--- src/rtl/riscv_pkg.sv ---
// Shared core-wide types and constants used by the fetch front end.
package riscv_pkg;

  localparam int unsigned XLEN = 32;
  localparam int unsigned ILEN = 32;

  localparam logic [XLEN-1:0] DefaultResetPc = 32'h0000_0000;

  typedef struct packed {
    logic [XLEN-1:0] pc;
    logic [ILEN-1:0] instr;
  } fetch_entry_t;

  // Instruction fetch is word-aligned; low address bits are dropped.
  function automatic logic [XLEN-1:0] align_pc(input logic [XLEN-1:0] pc);
    return {pc[XLEN-1:2], 2'b00};
  endfunction

endpackage

--- src/rtl/fetch_queue_if.sv ---
// Fetch queue bus: imem request/response, execute redirect and decode handshake.
interface fetch_queue_if import riscv_pkg::*; #(
  parameter int unsigned DEPTH = 4
);

  localparam int unsigned CntW = $clog2(DEPTH) + 1;

  logic [XLEN-1:0] imem_addr;
  logic [ILEN-1:0] imem_rdata;
  logic            redirect_valid;
  logic [XLEN-1:0] redirect_pc;
  logic            deq_valid;
  logic            deq_ready;
  logic [XLEN-1:0] deq_pc;
  logic [ILEN-1:0] deq_instr;
  logic [CntW-1:0] count;

  modport master (
    output imem_addr, deq_valid, deq_pc, deq_instr, count,
    input  imem_rdata, redirect_valid, redirect_pc, deq_ready
  );

  modport slave (
    input  imem_addr, deq_valid, deq_pc, deq_instr, count,
    output imem_rdata, redirect_valid, redirect_pc, deq_ready
  );

endinterface

--- src/rtl/fetch_fifo.sv ---
// Storage, pointers and occupancy for the fetch queue; flush empties without clearing data.
module fetch_fifo import riscv_pkg::*; #(
  parameter int unsigned DEPTH = 4
) (
  input  logic                     clk,
  input  logic                     reset,
  input  logic                     push,
  input  logic                     pop,
  input  logic                     flush,
  input  fetch_entry_t             wr_entry,
  output fetch_entry_t             head,
  output logic [$clog2(DEPTH):0]   count
);

  localparam int unsigned PtrW = $clog2(DEPTH);

  fetch_entry_t    mem_q [DEPTH];
  logic [PtrW-1:0] rd_ptr_q;
  logic [PtrW-1:0] wr_ptr_q;
  logic [PtrW:0]   count_q;

  // Pointers wrap naturally because DEPTH is a power of two.
  always_ff @(posedge clk) begin
    if (reset) begin
      mem_q    <= '{default: '0};
      rd_ptr_q <= '0;
      wr_ptr_q <= '0;
      count_q  <= '0;
    end else if (flush) begin
      rd_ptr_q <= '0;
      wr_ptr_q <= '0;
      count_q  <= '0;
    end else begin
      if (push) begin
        mem_q[wr_ptr_q] <= wr_entry;
        wr_ptr_q        <= wr_ptr_q + 1'b1;
      end
      if (pop) begin
        rd_ptr_q <= rd_ptr_q + 1'b1;
      end
      if (push && !pop) begin
        count_q <= count_q + 1'b1;
      end else if (pop && !push) begin
        count_q <= count_q - 1'b1;
      end
    end
  end

  assign head  = mem_q[rd_ptr_q];
  assign count = count_q;

endmodule

--- src/rtl/fetch_queue.sv ---
// Instruction prefetch buffer: owns the fetch PC, queues {pc, instr} and feeds decode.
module fetch_queue import riscv_pkg::*; #(
  parameter int unsigned    DEPTH    = 4,
  parameter logic [XLEN-1:0] RESET_PC = DefaultResetPc
) (
  input  logic         clk,
  input  logic         reset,
  fetch_queue_if.master bus
);

  localparam int unsigned     CntW      = $clog2(DEPTH) + 1;
  localparam logic [CntW-1:0] FullCount = CntW'(DEPTH);

  logic [XLEN-1:0] pc_q;
  logic [XLEN-1:0] pc_d;
  logic            push;
  logic            pop;
  logic            full;
  fetch_entry_t    wr_entry;
  fetch_entry_t    head;
  logic [CntW-1:0] count;

  // No full-bypass: a slot freed this cycle is only refilled next cycle.
  assign full          = (count == FullCount);
  assign push          = !bus.redirect_valid && !full;
  assign bus.deq_valid = (count != '0) && !bus.redirect_valid;
  assign pop           = bus.deq_valid && bus.deq_ready;
  assign wr_entry      = '{pc: pc_q, instr: bus.imem_rdata};

  always_comb begin
    pc_d = pc_q;
    if (bus.redirect_valid) begin
      pc_d = align_pc(bus.redirect_pc);
    end else if (push) begin
      pc_d = pc_q + 32'd4;
    end
  end

  always_ff @(posedge clk) begin
    if (reset) begin
      pc_q <= RESET_PC;
    end else begin
      pc_q <= pc_d;
    end
  end

  fetch_fifo #(
    .DEPTH(DEPTH)
  ) u_fifo (
    .clk      (clk),
    .reset    (reset),
    .push     (push),
    .pop      (pop),
    .flush    (bus.redirect_valid),
    .wr_entry (wr_entry),
    .head     (head),
    .count    (count)
  );

  assign bus.imem_addr = pc_q;
  assign bus.deq_pc    = head.pc;
  assign bus.deq_instr = head.instr;
  assign bus.count     = count;

endmodule

--- src/flat_wrapper.sv ---
// flat-port wrapper written by rule: the top's interface ports become plain ports
module fetch_queue_flat import riscv_pkg::*;
#(
  parameter int unsigned    DEPTH    = 4,
  parameter logic [XLEN-1:0] RESET_PC = DefaultResetPc
)
  (clk, reset, bus_imem_addr, bus_deq_valid, bus_deq_pc, bus_deq_instr, bus_count, bus_imem_rdata, bus_redirect_valid, bus_redirect_pc, bus_deq_ready);
  fetch_queue_if #(.DEPTH(DEPTH)) bus_i ();
  input  logic clk;
  input  logic reset;
  output wire logic [$bits(bus_i.imem_addr)-1:0] bus_imem_addr;
  output wire logic [$bits(bus_i.deq_valid)-1:0] bus_deq_valid;
  output wire logic [$bits(bus_i.deq_pc)-1:0] bus_deq_pc;
  output wire logic [$bits(bus_i.deq_instr)-1:0] bus_deq_instr;
  output wire logic [$bits(bus_i.count)-1:0] bus_count;
  input wire logic [$bits(bus_i.imem_rdata)-1:0] bus_imem_rdata;
  input wire logic [$bits(bus_i.redirect_valid)-1:0] bus_redirect_valid;
  input wire logic [$bits(bus_i.redirect_pc)-1:0] bus_redirect_pc;
  input wire logic [$bits(bus_i.deq_ready)-1:0] bus_deq_ready;
  assign bus_imem_addr = bus_i.imem_addr;
  assign bus_deq_valid = bus_i.deq_valid;
  assign bus_deq_pc = bus_i.deq_pc;
  assign bus_deq_instr = bus_i.deq_instr;
  assign bus_count = bus_i.count;
  assign bus_i.imem_rdata = bus_imem_rdata;
  assign bus_i.redirect_valid = bus_redirect_valid;
  assign bus_i.redirect_pc = bus_redirect_pc;
  assign bus_i.deq_ready = bus_deq_ready;
  fetch_queue #(.DEPTH(DEPTH), .RESET_PC(RESET_PC)) u_core (.clk(clk), .reset(reset), .bus(bus_i));
endmodule
--- config.mk ---
export PLATFORM = sky130hd
export DESIGN_NAME = fetch_queue_flat
export DESIGN_NICKNAME = d
export VERILOG_FILES = /design/src/rtl/riscv_pkg.sv /design/src/rtl/fetch_queue_if.sv /design/src/rtl/fetch_fifo.sv /design/src/rtl/fetch_queue.sv /design/src/flat_wrapper.sv
export SDC_FILE = /design/constraint.sdc
export NUM_CORES = 1
export LEC_CHECK = 0
export CAP_MARGIN = 20
export CELL_PAD_IN_SITES_DETAIL_PLACEMENT = 1
export CELL_PAD_IN_SITES_GLOBAL_PLACEMENT = 2
export CORE_ASPECT_RATIO = 0.7
export CORE_UTILIZATION = 37
export DETAILED_ROUTE_END_ITERATION = 7
export DONT_BUFFER_PORTS = 1
export PLACE_DENSITY_LB_ADDON = 0.1
export SKIP_LAST_GASP = 1
export SYNTH_ARGS = -nofsm -noshare
export SYNTH_HDL_FRONTEND = slang
export SYNTH_SLANG_ARGS = --single-unit
--- constraint.sdc ---
create_clock -name clk -period 2.73 [get_ports clk]
set_input_delay 0.546 -clock clk [delete_from_list [all_inputs] [get_ports clk]]
set_output_delay 0.546 -clock clk [all_outputs]
set_load 0.05 [all_outputs]
# ---- After elaboration in Yosys (flattened, before gate mapping)
# Cells that the tools add are included.
dict set report classes {
  addsub 5
  n_lt_le_gt_ge 3
  n_eq_ne 1
  mux 10
  n_bitwise 3
  n_reduce_logical 15
}
# op n
set op_table {}
lappend op_table {{$bwmux 256} 1}
lappend op_table {{$mux 64} 3}
lappend op_table {{$bmux 64 s2} 1}
lappend op_table {{$demux 64 s2} 1}
lappend op_table {{$mux 32} 2}
lappend op_table {{$add 32x3->32 const B} 1}
lappend op_table {{$ge 3x3->1 const B} 2}
lappend op_table {{$logic_and 1x1->1} 6}
lappend op_table {{$mux 3} 2}
lappend op_table {{$not 2->3} 2}
lappend op_table {{$add 2x1->2 const B} 2}
lappend op_table {{$logic_not 1->1} 4}
lappend op_table {{$reduce_bool 2->1} 2}
lappend op_table {{$add 3x1->3 const B} 1}
lappend op_table {{$eq 3x3->1 const B} 1}
lappend op_table {{$lt 3x1->1 const B} 1}
lappend op_table {{$reduce_bool 3->1} 1}
lappend op_table {{$sub 3x1->3 const B} 1}
lappend op_table {{$reduce_and 2->1} 1}
lappend op_table {{$reduce_or 2->1} 1}
lappend op_table {{$not 1->1} 1}
dict set report totals {
  ff_bits 295
  input_bits 68
  output_inout_bits 100
  wordCells 50
}

# ---- Longest topological paths before layout
dict set report logic_depth {
  ltp_word 7
  mapped_depth 10
  ltp_nobuf 9
}

# ---- By module
# A second synthesis with hierarchy kept.
dict set report unflattened {
  cells_unflattened 1447
  area_unflattened_um2 13025.0
}
# mod n_inst cells_each area_each_um2 seq_area_each_um2
set modules_own_cells {}
lappend modules_own_cells {fetch_fifo 1 1232 11277.1 5265.0}
lappend modules_own_cells {fetch_queue 1 215 1747.9 600.6}

# ---- Least setup slack after synthesis
# Ideal clock, no wire load.
dict set report synth_timing {
  path_kind {register to register}
  start {register u_core.u_fifo.count_q[2] (netlist: u_core.u_fifo.count[2])}
  end {register u_core.u_fifo.count_q[2] (netlist: u_core.u_fifo.count[2])}
  setup_ns 0.070
  t_arrival_ns 2.535
  path_slack_ns 0.125
  stages_incl_launch_ff 10
  cell_sequence {dfxtp_1 > nor3b_1 > buf_2 > nor2_1 > ha_1 > inv_1 > fa_1 > xor2_1 > or3_1 > a21oi_1}
}
dict set report synth_between {
  elab_chain_len 6
}
# element line
set synth_rtl {}
lappend synth_rtl {{start: declaration} fetch_fifo.sv:20} ;# logic [PtrW:0] count_q;
lappend synth_rtl {{start signal: assignment} fetch_fifo.sv:42} ;# count_q <= count_q + 1'b1;
lappend synth_rtl {{start signal: assignment} fetch_fifo.sv:44} ;# count_q <= count_q - 1'b1;
lappend synth_rtl {{$eq 3x3->1 *} fetch_queue.sv:24} ;# assign full = (count == FullCount);
lappend synth_rtl {{$logic_not 1->1 *} fetch_queue.sv:25} ;# assign push = !bus.redirect_valid && !full;
lappend synth_rtl {{$logic_and 1x1->1 *} fetch_queue.sv:25}
lappend synth_rtl {{net u_core.push} fetch_queue.sv:16} ;# logic push;
lappend synth_rtl {{$logic_not 1->1} fetch_fifo.sv:43} ;# end else if (pop && !push) begin
lappend synth_rtl {{$logic_and 1x1->1} fetch_fifo.sv:43}
lappend synth_rtl {{$reduce_bool 2->1 (no source line)} --}
# Mark *: on every way through the listed nets, which the timed path passes. The rest lies on a longest branch. The select of a mux whose other input is x is not followed.
# A chain may end at the register's enable or synchronous reset.

# ---- Worst setup path in the final report
dict set report layout_timing {
  start {register u_core.u_fifo.rd_ptr_q[0]}
  end {output bus_deq_pc[24]}
}
dict set report layout_between {
  elab_chain_len 4
}
# element line
set layout_rtl {}
lappend layout_rtl {{start: declaration} fetch_fifo.sv:18} ;# logic [PtrW-1:0] rd_ptr_q;
lappend layout_rtl {{start signal: assignment} fetch_fifo.sv:39} ;# rd_ptr_q <= rd_ptr_q + 1'b1;
lappend layout_rtl {{$not 2->3 (implied by the code)} fetch_fifo.sv:49} ;# assign head = mem_q[rd_ptr_q];
lappend layout_rtl {{$bmux 64 s2} fetch_fifo.sv:49}
lappend layout_rtl {{$mux 64 (implied by the code) (2 in series)} fetch_fifo.sv:49}
lappend layout_rtl {{end: declaration} flat_wrapper.sv:13} ;# output wire logic [$bits(bus_i.deq_pc)-1:0] bus_deq_pc;
# Every way passes these cells. The select of a mux whose other input is x is not followed.

==> impl_metrics.toml <==
[cts]
clock-sinks = 285
clock_path_buffers = 3
clock_tree.root_cell = "clkbuf_16"
ctsHoldBuffers = 0
clkTransAtPathRegs_ns = 0.06
postCtsResizedCells = 0
cts_tree = "built"
postCtsSetupBuffers = 0
clkLatencyLatePin_ns = 0.57
numCtsBuffers = 30
htree_levels = 1

[timing]
min_period_ns = 2.62
max_freq_mhz = 382
max_slew_margin_pct = 28.9
hold_slack_ns = 0.0763
finalHoldViolCount = 0
worst_slew_pin_slew_ns = 1.07
maxSlewViolCount = 0
fin_skew_ns = 0.00873
finalWorstSetupSlack_ns = 0.109
setup_viol = 0
min_period_over_period_pct = 96.0
fin_setup_tns_ns = 0
rsz0062_at_grt = "false"

[job]
max-cap-violations = 0

[grt]
gr-total-overflow = 0
grt_pass1_wl_um = 63900
track_usage_pct = 24.4
grt_pass1_vias = 10800
grt_max_degree = 276
antenna_found_initial = 1

[run_status]
violations = "DRC"
status = "finished, violations left"

[floorplanning]
core_mm2 = 0.0325
pin_count = 168
dieArea_mm2 = 0.0340
core.rowCount = 55
die_w_um = 220
die_h_um = 155
start_util_pct = 37.9

[logic_synthesis]
syn_area_mm2 = 0.0123
yosysUniqueCellTypes = 48
async_flop_share_pct = 0
synth_top_area_share_pct = 46.4
synth_seq_cells = 285
synthCells = 1472
synth_top_area_cell = "dfxtp_1"
ys.flop_type = "dfxtp_1"
yosysSeqAreaShare_pct = 46.4
synth_edf_count = 0
ys_warn_count = 0
avgSynthCellArea_um2 = 8.36
synthTopCellsByArea = "dfxtp_1 (46%), nand2_1 (16%), mux4_2 (11%), a21oi_1 (11%), clkbuf_1 (2.7%)"

[power_and_ir_drop]
power.share.switching_pct = 27.2
ir_drop_mv = 0.537
pwr-share-seq_pct = 44.8
leakagePower_nw = 4.55
p_int_mw = 7.14
p_comb_share_pct = 10.7
power.density_mw_per_mm2 = 706
switchingPower_mw = 2.67
power.share.clock_pct = 44.5

[worst_setup_path]
rrSetupSlack_ns = 0.40
worstPathCellList = "buf_4, mux4_2"
cp-startpoint = "u_core.u_fifo.rd_ptr_q[0]"
r2r_cells = 5
r2r_start = "u_core.u_fifo.count[1]"
crit_path_end_kind = "primary output"
slowest_stage = "dfxtp_4"
crit_fanout = 24
critPathLaunchType = "register"
worstReg2RegEnd = "u_core.u_fifo.mem_q[124]"
crit_end = "bus_deq_pc[24]"
cp_slowest_stage_delay_ns = 0.68
cp.arrival_ns = 2.08
critPathRequiredTime_ns = 2.18
path_class = "reg2out"

[drt]
first_pass_iters = 8
antenna_left = 0
num_vias = 10400
routed_wirelength_um = 41200
vias_per_cell = 5.53
drt_iter0_drc = 655
wl_per_cell_um = 22.0
drc = 18

[finish]
diodes = 0
area_growth_pct = 12.9
layout.nets = 1503
fin_cells = 1877
final_area_mm2 = 0.0139
drive_gt1_share_pct = 12.9

[placed_design]
place_ws_ns = 0.430
port_buffers = 0
hpwl_um = 25200
placed_cells = 1823
placed_area_mm2 = 0.0129
place_congestion = 0.763

[worst_hold_path]
hold_path.class = "in2reg"
layout make-up:
cell class / count / area, um^2
tap: 427 / 534
multi-input combinational: 1040 / 6040
timing repair buffer: 61 / 533
inverter: 10 / 37.5
clock buffer: 42 / 867
clock inverter: 12 / 173
sequential: 285 / 5710
fill: 3744 / 18600
flip-flops by register name, indices dropped and copies added (netlist names):
register                count
u_core.u_fifo.rd_ptr_q      2
u_core.u_fifo.mem_q       248
u_core.u_fifo.count         3
u_core.bus.imem_addr       30
u_core.u_fifo.wr_ptr_q      2
worst min-delay path by stage:
stage	start	endpoint	slack, ns	depth (start not counted)
2_1_floorplan	u_core.u_fifo.mem_q[123]	u_core.u_fifo.mem_q[123]	0.43	2
3_3_place_gp	u_core.u_fifo.mem_q[62]	u_core.u_fifo.mem_q[62]	0.44	2
3_5_place_dp	u_core.u_fifo.mem_q[235]	u_core.u_fifo.mem_q[235]	0.44	2
4_1_cts	reset	u_core.bus.imem_addr[17]	0.03	1
5_1_grt	reset	u_core.u_fifo.mem_q[44]	0.04	1
6_report	reset	u_core.bus.imem_addr[17]	0.08	1
cells in the final DEF, fill, tap and decap left out, types with 5 or more instances in the layout:
master | Yosys | layout
or3_1 | 6 | 6
nor2_1 | 30 | 30
and3_1 | 13 | 9
or4_1 | 7 | 7
ha_1 | 6 | 6
xor2_1 | 8 | 8
clkbuf_8 | 0 | 5
inv_1 | 10 | 9
nor4_1 | 7 | 7
nand3_1 | 19 | 15
o211ai_1 | 6 | 6
clkbuf_16 | 0 | 31
buf_4 | 4 | 55
dfxtp_1 | 285 | 283
o21ai_0 | 13 | 13
buf_12 | 0 | 6
a211oi_1 | 10 | 10
mux4_2 | 62 | 62
a21oi_1 | 259 | 259
clkbuf_1 | 89 | 6
xnor2_1 | 7 | 7
a311oi_1 | 10 | 10
nand4_1 | 16 | 16
nand2_1 | 518 | 518
cell families after synthesis:
| kind of cell | synth area share (%) |
|---|---|
| and+or+nand+nor | 21.6 |
| AOI/OAI and AO/OA | 13.6 |
| DFF | 46.4 |
| buffers and inverters | 5.13 |
| muxes | 11.4 |
| xor gates and xnor gates | 1.07 |
| adders and majority gates | 0.773 |
| other | 0.0305 |
cells in the mapped netlist, types with 13 or more instances:
cell type	count
buf_2	36
dfxtp_1	285
and3_1	13
mux4_2	62
nand4_1	16
a21oi_1	259
clkbuf_1	89
nor2_1	30
o21ai_0	13
nand3_1	19
nand2_1	518
per-layer routing:
metal | global-route usage [%] | part of all wire, %
met1 | 32.3 | 47
met2 | 41.1 | 47
met3 | 4.35 | 3.9
met4 | 5.85 | 2.3
met5 | 0 | 0.027
stage by stage:
step | power (mW) | util (%)
final | 9.81 | 42.8
after global routing | 10.2 | 42.8
after CTS | 9.93 | 42.8
after detailed placement | 5.55 | 39.6
after global placement | 5.52 | 39.6
after floorplan | 5.31 | -
critical path: cells and delay by family (launching register included):
kind                   cells  cell delay, ns
multiplexers               1            0.50
flip-flops                 1            0.68
buffers and inverters      1            0.30
power groups by stage:
stage | clock network (mW) | registers (mW) | logic, mW
4_1_cts | 4.48 | 4.40 | 1.06
3_5_place_dp | 0 | 4.49 | 1.06
2_1_floorplan | 0 | 4.57 | 0.748
6_report | 4.37 | 4.40 | 1.05
5_1_grt | 4.64 | 4.41 | 1.12
3_3_place_gp | 0 | 4.48 | 1.04
Power figures use the tool's default switching activity.
